--- config.mk ---
export PLATFORM = sky130hd
export DESIGN_NAME = axi4_lite_master_flat
export DESIGN_NICKNAME = d
export VERILOG_FILES = /design/src/rtl/axi4_lite_master_if.sv /design/src/rtl/axi4_lite_master.sv /design/src/flat_wrapper.sv
export SDC_FILE = /design/constraint.sdc
export NUM_CORES = 1
export LEC_CHECK = 0
export ABC_CLOCK_PERIOD_IN_PS = 2300
export CORE_UTILIZATION = 42
export CTS_BUF_LIST = sky130_fd_sc_hd__clkbuf_4 sky130_fd_sc_hd__clkbuf_8 sky130_fd_sc_hd__clkbuf_16
export DETAILED_ROUTE_END_ITERATION = 10
export GPL_TIMING_DRIVEN = 0
export PLACE_DENSITY = 0.77
export RECOVER_POWER = 25
export SYNTH_ARGS = -nofsm -noshare
export SYNTH_HDL_FRONTEND = slang
export SYNTH_SLANG_ARGS = --single-unit
--- constraint.sdc ---
create_clock -name clk -period 2.3 [get_ports clk]
set_input_delay 0.46 -clock clk [delete_from_list [all_inputs] [get_ports clk]]
set_output_delay 0.46 -clock clk [all_outputs]
set_load 0.005 [all_outputs]
--- src/rtl/axi4_lite_master_if.sv ---
// AXI4-Lite bus bundle between axi4_lite_master and a slave.
// Master drives the valids, addresses, write data and the response readies.
interface AXI_BUS #(
    parameter int ADDR_WIDTH = 10,
    parameter int DATA_WIDTH = 32
);
    logic                  aw_valid;
    logic                  aw_ready;
    logic [ADDR_WIDTH-1:0] aw_addr;
    logic                  w_valid;
    logic                  w_ready;
    logic [DATA_WIDTH-1:0] w_data;
    logic                  b_valid;
    logic                  b_ready;
    logic [1:0]            b_resp;
    logic                  ar_valid;
    logic                  ar_ready;
    logic [ADDR_WIDTH-1:0] ar_addr;
    logic                  r_valid;
    logic                  r_ready;
    logic [DATA_WIDTH-1:0] r_data;
    logic [1:0]            r_resp;

    modport Master (
        output aw_valid, aw_addr, w_valid, w_data, b_ready,
               ar_valid, ar_addr, r_ready,
        input  aw_ready, w_ready, b_valid, b_resp,
               ar_ready, r_valid, r_data, r_resp
    );

    modport Slave (
        input  aw_valid, aw_addr, w_valid, w_data, b_ready,
               ar_valid, ar_addr, r_ready,
        output aw_ready, w_ready, b_valid, b_resp,
               ar_ready, r_valid, r_data, r_resp
    );
endinterface

--- src/rtl/axi4_lite_master.sv ---
// Single-outstanding AXI4-Lite master: one command in, one AXI transaction, one response out.
// Define AXI_MASTER_TIMEOUT_EN to add a per-state watchdog of TIMEOUT_CYCLES cycles.
//
// state   | meaning
// IDLE    | cmd_ready high, waiting for a command
// WR_REQ  | aw/w valids presented, waiting for both handshakes
// WR_RESP | b_ready high, waiting for the write response
// RD_REQ  | ar_valid presented, waiting for the address handshake
// RD_DATA | r_ready high, waiting for read data
// RSP     | rsp_valid held until the consumer takes it
module axi4_lite_master #(
    parameter int DATA_WIDTH     = 32,
    parameter int ADDR_WIDTH     = 10,
    parameter int TIMEOUT_CYCLES = 256
) (
    input  logic                  clk,
    input  logic                  rst_n,
    input  logic                  cmd_valid,
    output logic                  cmd_ready,
    input  logic                  cmd_write,
    input  logic [ADDR_WIDTH-1:0] cmd_addr,
    input  logic [DATA_WIDTH-1:0] cmd_wdata,
    output logic                  rsp_valid,
    input  logic                  rsp_ready,
    output logic [DATA_WIDTH-1:0] rsp_rdata,
    output logic                  rsp_err,
    AXI_BUS.Master                amba_master
);

    typedef enum logic [5:0] {
        IDLE    = 6'b000001,
        WR_REQ  = 6'b000010,
        WR_RESP = 6'b000100,
        RD_REQ  = 6'b001000,
        RD_DATA = 6'b010000,
        RSP     = 6'b100000
    } state_t;

    state_t                state_q, state_d;
    logic                  cmd_ready_q, cmd_ready_d;
    logic                  aw_valid_q, aw_valid_d;
    logic                  w_valid_q, w_valid_d;
    logic                  b_ready_q, b_ready_d;
    logic                  ar_valid_q, ar_valid_d;
    logic                  r_ready_q, r_ready_d;
    logic [ADDR_WIDTH-1:0] aw_addr_q, aw_addr_d;
    logic [ADDR_WIDTH-1:0] ar_addr_q, ar_addr_d;
    logic [DATA_WIDTH-1:0] w_data_q, w_data_d;
    logic                  rsp_valid_q, rsp_valid_d;
    logic                  rsp_err_q, rsp_err_d;
    logic [DATA_WIDTH-1:0] rsp_rdata_q, rsp_rdata_d;
    logic                  aw_done, w_done;

`ifdef AXI_MASTER_TIMEOUT_EN
    localparam int WD_W = $clog2(TIMEOUT_CYCLES + 1);
    localparam logic [WD_W-1:0] WD_LAST = WD_W'(TIMEOUT_CYCLES - 1);
    logic [WD_W-1:0] wd_cnt_q, wd_cnt_d;
    logic            wd_active;
`endif

    always_ff @(posedge clk or negedge rst_n) begin
        if (!rst_n) begin
            state_q     <= IDLE;
            cmd_ready_q <= 1'b0;
            aw_valid_q  <= 1'b0;
            w_valid_q   <= 1'b0;
            b_ready_q   <= 1'b0;
            ar_valid_q  <= 1'b0;
            r_ready_q   <= 1'b0;
            aw_addr_q   <= '0;
            ar_addr_q   <= '0;
            w_data_q    <= '0;
            rsp_valid_q <= 1'b0;
            rsp_err_q   <= 1'b0;
            rsp_rdata_q <= '0;
        end else begin
            state_q     <= state_d;
            cmd_ready_q <= cmd_ready_d;
            aw_valid_q  <= aw_valid_d;
            w_valid_q   <= w_valid_d;
            b_ready_q   <= b_ready_d;
            ar_valid_q  <= ar_valid_d;
            r_ready_q   <= r_ready_d;
            aw_addr_q   <= aw_addr_d;
            ar_addr_q   <= ar_addr_d;
            w_data_q    <= w_data_d;
            rsp_valid_q <= rsp_valid_d;
            rsp_err_q   <= rsp_err_d;
            rsp_rdata_q <= rsp_rdata_d;
        end
    end

`ifdef AXI_MASTER_TIMEOUT_EN
    always_ff @(posedge clk or negedge rst_n) begin
        if (!rst_n) wd_cnt_q <= '0;
        else        wd_cnt_q <= wd_cnt_d;
    end
`endif

    // A handshake counts as done once its valid has already dropped.
    assign aw_done = !aw_valid_q || amba_master.aw_ready;
    assign w_done  = !w_valid_q  || amba_master.w_ready;

    always_comb begin
        state_d     = state_q;
        aw_valid_d  = aw_valid_q;
        w_valid_d   = w_valid_q;
        b_ready_d   = b_ready_q;
        ar_valid_d  = ar_valid_q;
        r_ready_d   = r_ready_q;
        aw_addr_d   = aw_addr_q;
        ar_addr_d   = ar_addr_q;
        w_data_d    = w_data_q;
        rsp_valid_d = rsp_valid_q;
        rsp_err_d   = rsp_err_q;
        rsp_rdata_d = rsp_rdata_q;

        case (state_q)
            IDLE: begin
                if (cmd_valid && cmd_ready_q) begin
                    if (cmd_write) begin
                        aw_addr_d  = cmd_addr;
                        w_data_d   = cmd_wdata;
                        aw_valid_d = 1'b1;
                        w_valid_d  = 1'b1;
                        state_d    = WR_REQ;
                    end else begin
                        ar_addr_d  = cmd_addr;
                        ar_valid_d = 1'b1;
                        state_d    = RD_REQ;
                    end
                end
            end
            WR_REQ: begin
                if (aw_valid_q && amba_master.aw_ready) aw_valid_d = 1'b0;
                if (w_valid_q && amba_master.w_ready)   w_valid_d  = 1'b0;
                if (aw_done && w_done) begin
                    b_ready_d = 1'b1;
                    state_d   = WR_RESP;
                end
            end
            WR_RESP: begin
                if (amba_master.b_valid && b_ready_q) begin
                    b_ready_d   = 1'b0;
                    rsp_err_d   = (amba_master.b_resp != 2'b00);
                    rsp_rdata_d = '0;
                    rsp_valid_d = 1'b1;
                    state_d     = RSP;
                end
            end
            RD_REQ: begin
                if (ar_valid_q && amba_master.ar_ready) begin
                    ar_valid_d = 1'b0;
                    r_ready_d  = 1'b1;
                    state_d    = RD_DATA;
                end
            end
            RD_DATA: begin
                if (amba_master.r_valid && r_ready_q) begin
                    r_ready_d   = 1'b0;
                    rsp_rdata_d = amba_master.r_data;
                    rsp_err_d   = (amba_master.r_resp != 2'b00);
                    rsp_valid_d = 1'b1;
                    state_d     = RSP;
                end
            end
            RSP: begin
                if (rsp_ready) begin
                    rsp_valid_d = 1'b0;
                    state_d     = IDLE;
                end
            end
            default: begin
                state_d     = IDLE;
                aw_valid_d  = 1'b0;
                w_valid_d   = 1'b0;
                b_ready_d   = 1'b0;
                ar_valid_d  = 1'b0;
                r_ready_d   = 1'b0;
                rsp_valid_d = 1'b0;
            end
        endcase

`ifdef AXI_MASTER_TIMEOUT_EN
        // Counter restarts on every state change; expiry only fires if the state made no progress.
        wd_active = (state_q == WR_REQ) || (state_q == WR_RESP) ||
                    (state_q == RD_REQ) || (state_q == RD_DATA);
        wd_cnt_d  = '0;
        if (wd_active && (state_d == state_q)) begin
            if (wd_cnt_q == WD_LAST) begin
                aw_valid_d  = 1'b0;
                w_valid_d   = 1'b0;
                b_ready_d   = 1'b0;
                ar_valid_d  = 1'b0;
                r_ready_d   = 1'b0;
                rsp_err_d   = 1'b1;
                rsp_rdata_d = '0;
                rsp_valid_d = 1'b1;
                state_d     = RSP;
            end else begin
                wd_cnt_d = wd_cnt_q + 1'b1;
            end
        end
`endif

        cmd_ready_d = (state_d == IDLE);
    end

    assign cmd_ready            = cmd_ready_q;
    assign rsp_valid            = rsp_valid_q;
    assign rsp_err              = rsp_err_q;
    assign rsp_rdata            = rsp_rdata_q;
    assign amba_master.aw_valid = aw_valid_q;
    assign amba_master.aw_addr  = aw_addr_q;
    assign amba_master.w_valid  = w_valid_q;
    assign amba_master.w_data   = w_data_q;
    assign amba_master.b_ready  = b_ready_q;
    assign amba_master.ar_valid = ar_valid_q;
    assign amba_master.ar_addr  = ar_addr_q;
    assign amba_master.r_ready  = r_ready_q;

endmodule

--- src/flat_wrapper.sv ---
// flat-port wrapper written by rule: the top's interface ports become plain ports
module axi4_lite_master_flat 
#(
    parameter int DATA_WIDTH     = 32,
    parameter int ADDR_WIDTH     = 10,
    parameter int TIMEOUT_CYCLES = 256
)
  (clk, rst_n, cmd_valid, cmd_ready, cmd_write, cmd_addr, cmd_wdata, rsp_valid, rsp_ready, rsp_rdata, rsp_err, amba_master_aw_valid, amba_master_aw_addr, amba_master_w_valid, amba_master_w_data, amba_master_b_ready, amba_master_ar_valid, amba_master_ar_addr, amba_master_r_ready, amba_master_aw_ready, amba_master_w_ready, amba_master_b_valid, amba_master_b_resp, amba_master_ar_ready, amba_master_r_valid, amba_master_r_data, amba_master_r_resp);
  AXI_BUS #(.ADDR_WIDTH(ADDR_WIDTH), .DATA_WIDTH(DATA_WIDTH)) amba_master_i ();
  input  logic clk;
  input  logic rst_n;
  input  logic cmd_valid;
  output logic cmd_ready;
  input  logic cmd_write;
  input  logic [ADDR_WIDTH-1:0] cmd_addr;
  input  logic [DATA_WIDTH-1:0] cmd_wdata;
  output logic rsp_valid;
  input  logic rsp_ready;
  output logic [DATA_WIDTH-1:0] rsp_rdata;
  output logic rsp_err;
  output wire logic [$bits(amba_master_i.aw_valid)-1:0] amba_master_aw_valid;
  output wire logic [$bits(amba_master_i.aw_addr)-1:0] amba_master_aw_addr;
  output wire logic [$bits(amba_master_i.w_valid)-1:0] amba_master_w_valid;
  output wire logic [$bits(amba_master_i.w_data)-1:0] amba_master_w_data;
  output wire logic [$bits(amba_master_i.b_ready)-1:0] amba_master_b_ready;
  output wire logic [$bits(amba_master_i.ar_valid)-1:0] amba_master_ar_valid;
  output wire logic [$bits(amba_master_i.ar_addr)-1:0] amba_master_ar_addr;
  output wire logic [$bits(amba_master_i.r_ready)-1:0] amba_master_r_ready;
  input wire logic [$bits(amba_master_i.aw_ready)-1:0] amba_master_aw_ready;
  input wire logic [$bits(amba_master_i.w_ready)-1:0] amba_master_w_ready;
  input wire logic [$bits(amba_master_i.b_valid)-1:0] amba_master_b_valid;
  input wire logic [$bits(amba_master_i.b_resp)-1:0] amba_master_b_resp;
  input wire logic [$bits(amba_master_i.ar_ready)-1:0] amba_master_ar_ready;
  input wire logic [$bits(amba_master_i.r_valid)-1:0] amba_master_r_valid;
  input wire logic [$bits(amba_master_i.r_data)-1:0] amba_master_r_data;
  input wire logic [$bits(amba_master_i.r_resp)-1:0] amba_master_r_resp;
  assign amba_master_aw_valid = amba_master_i.aw_valid;
  assign amba_master_aw_addr = amba_master_i.aw_addr;
  assign amba_master_w_valid = amba_master_i.w_valid;
  assign amba_master_w_data = amba_master_i.w_data;
  assign amba_master_b_ready = amba_master_i.b_ready;
  assign amba_master_ar_valid = amba_master_i.ar_valid;
  assign amba_master_ar_addr = amba_master_i.ar_addr;
  assign amba_master_r_ready = amba_master_i.r_ready;
  assign amba_master_i.aw_ready = amba_master_aw_ready;
  assign amba_master_i.w_ready = amba_master_w_ready;
  assign amba_master_i.b_valid = amba_master_b_valid;
  assign amba_master_i.b_resp = amba_master_b_resp;
  assign amba_master_i.ar_ready = amba_master_ar_ready;
  assign amba_master_i.r_valid = amba_master_r_valid;
  assign amba_master_i.r_data = amba_master_r_data;
  assign amba_master_i.r_resp = amba_master_r_resp;
  axi4_lite_master #(.DATA_WIDTH(DATA_WIDTH), .ADDR_WIDTH(ADDR_WIDTH), .TIMEOUT_CYCLES(TIMEOUT_CYCLES)) u_core (.clk(clk), .rst_n(rst_n), .cmd_valid(cmd_valid), .cmd_ready(cmd_ready), .cmd_write(cmd_write), .cmd_addr(cmd_addr), .cmd_wdata(cmd_wdata), .rsp_valid(rsp_valid), .rsp_ready(rsp_ready), .rsp_rdata(rsp_rdata), .rsp_err(rsp_err), .amba_master(amba_master_i));
endmodule
After elaboration in Yosys (flattened, before gate mapping)

Index checks and enable logic that the tools add are counted.

Add/subtract/negate cells: 0
Multipliers: 0
Div/mod/pow operators: 0
Order comparisons: 0
Equality and inequality tests: 17
Shifts and indexed selects: 0
Muxes and demuxes: 34
Bitwise logic cells: 6
Reductions and logical operators: 28

Operators by type and width:

| operator             | number |
|---|---|
| $mux W32             | 2 |
| $pmux W32 S2         | 1 |
| $mux W6              | 6 |
| $pmux W6 S6          | 1 |
| $mux W1              | 16 |
| $reduce_and A4 Y1    | 4 |
| $reduce_or A4 Y1     | 4 |
| $pmux W1 S3          | 5 |
| $reduce_and A3 Y1    | 5 |
| $ne A2 B1 Y1 const B | 7 |
| $eq A6 B1 Y1 const B | 2 |
| $logic_and A1 B1 Y1  | 7 |
| $eq A6 B2 Y1 const B | 1 |
| $eq A6 B3 Y1 const B | 1 |
| $eq A6 B4 Y1 const B | 1 |
| $eq A6 B5 Y1 const B | 1 |
| $eq A6 B6 Y1 const B | 1 |
| $ne A2 B2 Y1 const B | 3 |
| $not A1 Y1           | 6 |
| $reduce_bool A2 Y1   | 3 |
| $mux W4              | 1 |
| $pmux W1 S4          | 1 |
| $reduce_or A3 Y1     | 1 |
| $logic_not A1 Y1     | 2 |
| other kinds (2)      | 3 |

Flip-flop bits (word level): 98
Latch bits: 0
RAM bits: 0
ROM bits: 0
Input bits: 88
Output and inout bits: 92
Logic and storage cells: 98
Memories kept: 0

Logic depth before layout (Yosys ltp)

Depth after elaboration: 6
Mapped depth: 8
Gate-level depth less buffers: 5

Worst setup path before layout

Ideal clock, no wire load.

Kind: flip-flop to flip-flop
Start point: register u_core.state_q[3]
End point: register u_core.ar_addr_q[0] (netlist: u_core.amba_master.ar_addr[0])
Setup time: 125 ps
Arrival: 1,718 ps
Data required time: 2,175 ps
Slack: 457 ps
Cell stages (with the launch flop): 7
Path buffers: 2
Period minus slack after synthesis: 1,843 ps
Cell sequence: dfrtp_1 buf_6 nor4_4 nand3b_4 nor3b_2 buf_4 mux2_2

Longest elaborated chain between the ends: 2

Ends and longest elaborated chain:

| what                        | RTL line                | RTL |
|---|---|---|
| from (decl)                 | axi4_lite_master.sv:39  | `state_t state_q, state_d;` |
| from (signal assigned)      | axi4_lite_master.sv:77  | `state_q <= state_d;` |
| $eq A6 B1 Y1                | axi4_lite_master.sv:118 | `case (state_q)` |
| $reduce_and A3 Y1 (no line) | -                       |  |
| to (signal assigned)        | axi4_lite_master.sv:85  | `ar_addr_q <= ar_addr_d;` |
| to (decl)                   | axi4_lite_master.sv:47  | `logic [ADDR_WIDTH-1:0] ar_addr_q, ar_addr_d;` |

Every way passes these cells.
A chain may end at the register's enable or synchronous reset.

Final worst setup path

Start point: register u_core.state_q[2]
End point: register u_core.rsp_rdata_q[9] (netlist: u_core.rsp_rdata[9])

Longest elaborated chain between the ends: 3
Elaborated cells between the ends (all ways): 7
Classes of those cells: 4 x eq/ne; 1 x mux; 2 x reduce/logical

Ends and longest elaborated chain:

| what                                                         | RTL line                | RTL |
|---|---|---|
| $eq A6 B5 Y1 or $eq A6 B3 Y1 (tied branches)                 | axi4_lite_master.sv:118 |  |
| $ne A2 B1 Y1 (no line) or $reduce_bool A2 Y1 (tied branches) | -                       |  |
| $reduce_and A3 Y1 (no line)                                  | -                       |  |
| to (signal assigned)                                         | axi4_lite_master.sv:89  | `rsp_rdata_q <= rsp_rdata_d;` |
| to (decl)                                                    | axi4_lite_master.sv:51  | `logic [DATA_WIDTH-1:0] rsp_rdata_q, rsp_rdata_d;` |

Parallel ways exist; a longest one is shown, timed or not.

==> impl_metrics.csv <==
group,metric,value,unit
global_routing,grt_antenna_before_repair,0,
route,via_per_inst,5.03,
timing,rsz0062_at_grt,"false",
clock_tree,hold_buffers,0,
synth,yosysWarnings,0,
layout,final_area,0.00629,mm^2
setup_path,max_stage_delay,500,ps
timing,worst_slew_pin_slew,938,ps
setup_path,critPathSlowestCell,"dfrtp_1",
route,wire_per_inst,15.6,um
layout,final_cells,678,
clock_tree,clockBufferDepth,2,
die,core_area,0.00942,mm^2
layout,final_core_utilization,66.8,%
placed_design,place_hpwl,7990,um
placed_design,io_buffers,179,
power,fin_total_pwr,6.16,mW
clock_tree,cts_setup_buffers,0,
synth,syn_avg_cell_area,11.7,um^2
setup_path,path_cells,"nor2_1, and4b_1, buf_2, o2bb2a_4, buf_4, buf_2, nand2_1, o21ai_0",
layout,antennaDiodeCount,0,
route,ant_nets,0,
synth,yosysTopAreaCell,"dfrtp_1",
die,die_y,101,um
clock_tree,cts_tree,"done",
timing,hold_ws,216,ps
synth,synth_common_cells,"dfrtp_1, nand2_1, mux2_2",
clock_tree,cts_buffers,9,
route,drt_iter0_markers,89,
global_routing,track_usage,21.0,%
timing,max_slew_margin,37.5,%
layout,layout-drive-gt1-share,16.6,%
die,die_x,101,um
timing,drv_slew,0,
synth,synth_top_cell_area_share,58.5,%
setup_path,worstPathMaxFanout,10,
global_routing,overflow,0,
die,ios,180,
synth,synthTopCellsByArea,"dfrtp_1, mux2_2, nand2_1, o21ai_0, mux2_4",
synth,yosysMostFrequentCell,"dfrtp_1",
timing,finalWorstSetupSlack,180,ps
synth,synth_cells,353,
die,die_area,0.0103,mm^2
status,status,"finished, final reports clean",
global_routing,grt_pass1_vias,3469,
synth,ys_ff_latch,98,
route,num_vias,3413,
synth,yosysSeqAreaShare,59.2,%
synth,synth.distinct_cells,45,
die,rows,35,
power,peakVddDrop,0.000575,V
synth,synthesis.nets,441,
layout,areaGrowthSynthToFinish,51.6,%
route,routed_wl,10600,um
clock_tree,clock_sinks,98,
power,power.leakage,2.62,nW
setup_path,arrival,2350,ps
global_routing,grt_max_degree,63,
route,drc,0,
synth,syn_area,0.00415,mm^2
clock_tree,clk_latency,360,ps
synth,synth_flop_cell,"dfrtp_1",
placed_design,pre_cts_ws,109,ps
synth,synth-edff-count,0,
timing,fmax,472,MHz
timing,fin_skew,13.4,ps
power,powerDensity,980,mW/mm^2
timing,hold_violations,0,
setup_path,crit_path_frequent_cell,"buf_2",
setup_path,required,2530,ps
route,drt_first_pass_iters,4,
flow_run,drv_cap,0,
die,start_util,44.0,%
placed_design,dp_cells,662,
clock_tree,cts_resized,0,
clock_tree,path_clk_slew,100,ps
placed_design,placedInstanceArea,0.00612,mm^2
setup_path,cp-end-kind,"flip-flop",
synth,ys_async_sr_fraction,100,%
layout,fin_nets,632,
timing,setup_violations,0,
worst_hold_path,holdCritPathClass,"in -> async",
timing,tns,0,ps
setup_path,start_kind,"flip-flop",
clock_tree,clockRootBuffer,"clkbuf_8",
setup_path,path_class,"reg -> reg",
global_routing,grt_pass1_wl,16700,um
placed_design,routabilityCongestion,0.849,
clock_tree,h-tree-depth,3,
timing,finalCritPeriodShare,92.2,%
timing,layout_min_cycle_time,2120,ps
## worst max-delay path, delay by kind of cell (launching register included)
kind	cells	cell delay [ps]
AO/OA/AOI/OAI	2	270
flip-flops	1	500
buffers and inverters	3	550
AND/OR/NAND/NOR	3	660
## flip-flops by register name, summed over array words and instances (netlist names)
| signal | cells |
|---|---|
| u_core.amba_master.ar_addr | 10 |
| u_core.rsp_rdata | 32 |
| u_core.state_q | 6 |
| u_core.amba_master.ar_valid | 1 |
| u_core.cmd_ready | 1 |
| u_core.amba_master.aw_addr | 10 |
| u_core.amba_master.w_data | 32 |
| u_core.rsp_err | 1 |
| u_core.amba_master.aw_valid | 1 |
| u_core.amba_master.r_ready | 1 |
| u_core.amba_master.w_valid | 1 |
| u_core.rsp_valid | 1 |
| u_core.amba_master.b_ready | 1 |
## cells by family after synthesis
| group | after synthesis | synth area share (%) |
|---|---|---|
| compound gates | 64 | 9.08 |
| xor+xnor | 2 | 0.423 |
| buf+inv | 23 | 3.08 |
| flops | 98 | 59.2 |
| mux | 52 | 14.8 |
| simple gates | 114 | 13.5 |
## final timing paths
check | to | slack [ps] | cells past startpoint | startpoint
setup / recovery | u_core.rsp_rdata[9] | 180 | 8 | u_core.state_q[2]
hold / removal | u_core.amba_master.ar_addr[2] | 220 | 1 | rst_n
setup reg to reg | u_core.rsp_rdata[9] | 180 | 8 | u_core.state_q[2]
hold reg to reg | u_core.rsp_rdata[17] | 490 | 2 | u_core.rsp_rdata[17]
max in group asynchronous | u_core.rsp_rdata[6] | 620 | 2 | rst_n
min in group clk | u_core.rsp_rdata[17] | 490 | 2 | u_core.rsp_rdata[17]
## cell usage in the layout (no fill, tap or decap), types with 2 or more instances in the layout
cell               n
nor2_1             6
clkdlybuf4s50_1  178
inv_1              2
clkbuf_8          10
buf_2              6
buf_6              2
mux2_4             7
nand4_1            2
dfrtp_1           97
o211ai_1           3
mux2_2            45
nor4_4             2
nor2b_1            5
xor2_1             2
buf_4              5
nand2_1           77
o2111ai_1          2
inv_6              3
o21ai_0           43
clkbuf_1           8
nand3_1            6
nor3_1             4
o21ai_1            4
## report_power, final
part	internal, mW	switching, mW	total, mW
combinational	1.66	0.879	2.54
clock	0.435	0.623	1.06
sequential	2.26	0.300	2.56
total	4.36	1.80	6.16
## layer usage
layer	track usage, %	up-vias	wire length [um]
li1	-	1593	-
met1	25.9	1649	4350
met2	34.9	150	5120
met3	6.56	21	875
met4	7.47	0	217
met5	0	-	0
## final cells by class
type	instances	area (um^2)
Buffer	21	120
Clock buffer	10	138
Clock inverter	6	47.5
Fill cell	729	3130
Inverter	2	7.51
Multi-Input combinational cell	232	1570
Sequential cell	98	2450
Tap cell	129	161
Timing Repair Buffer	180	1790
Note: power is estimated with default switching activity, not from simulation.
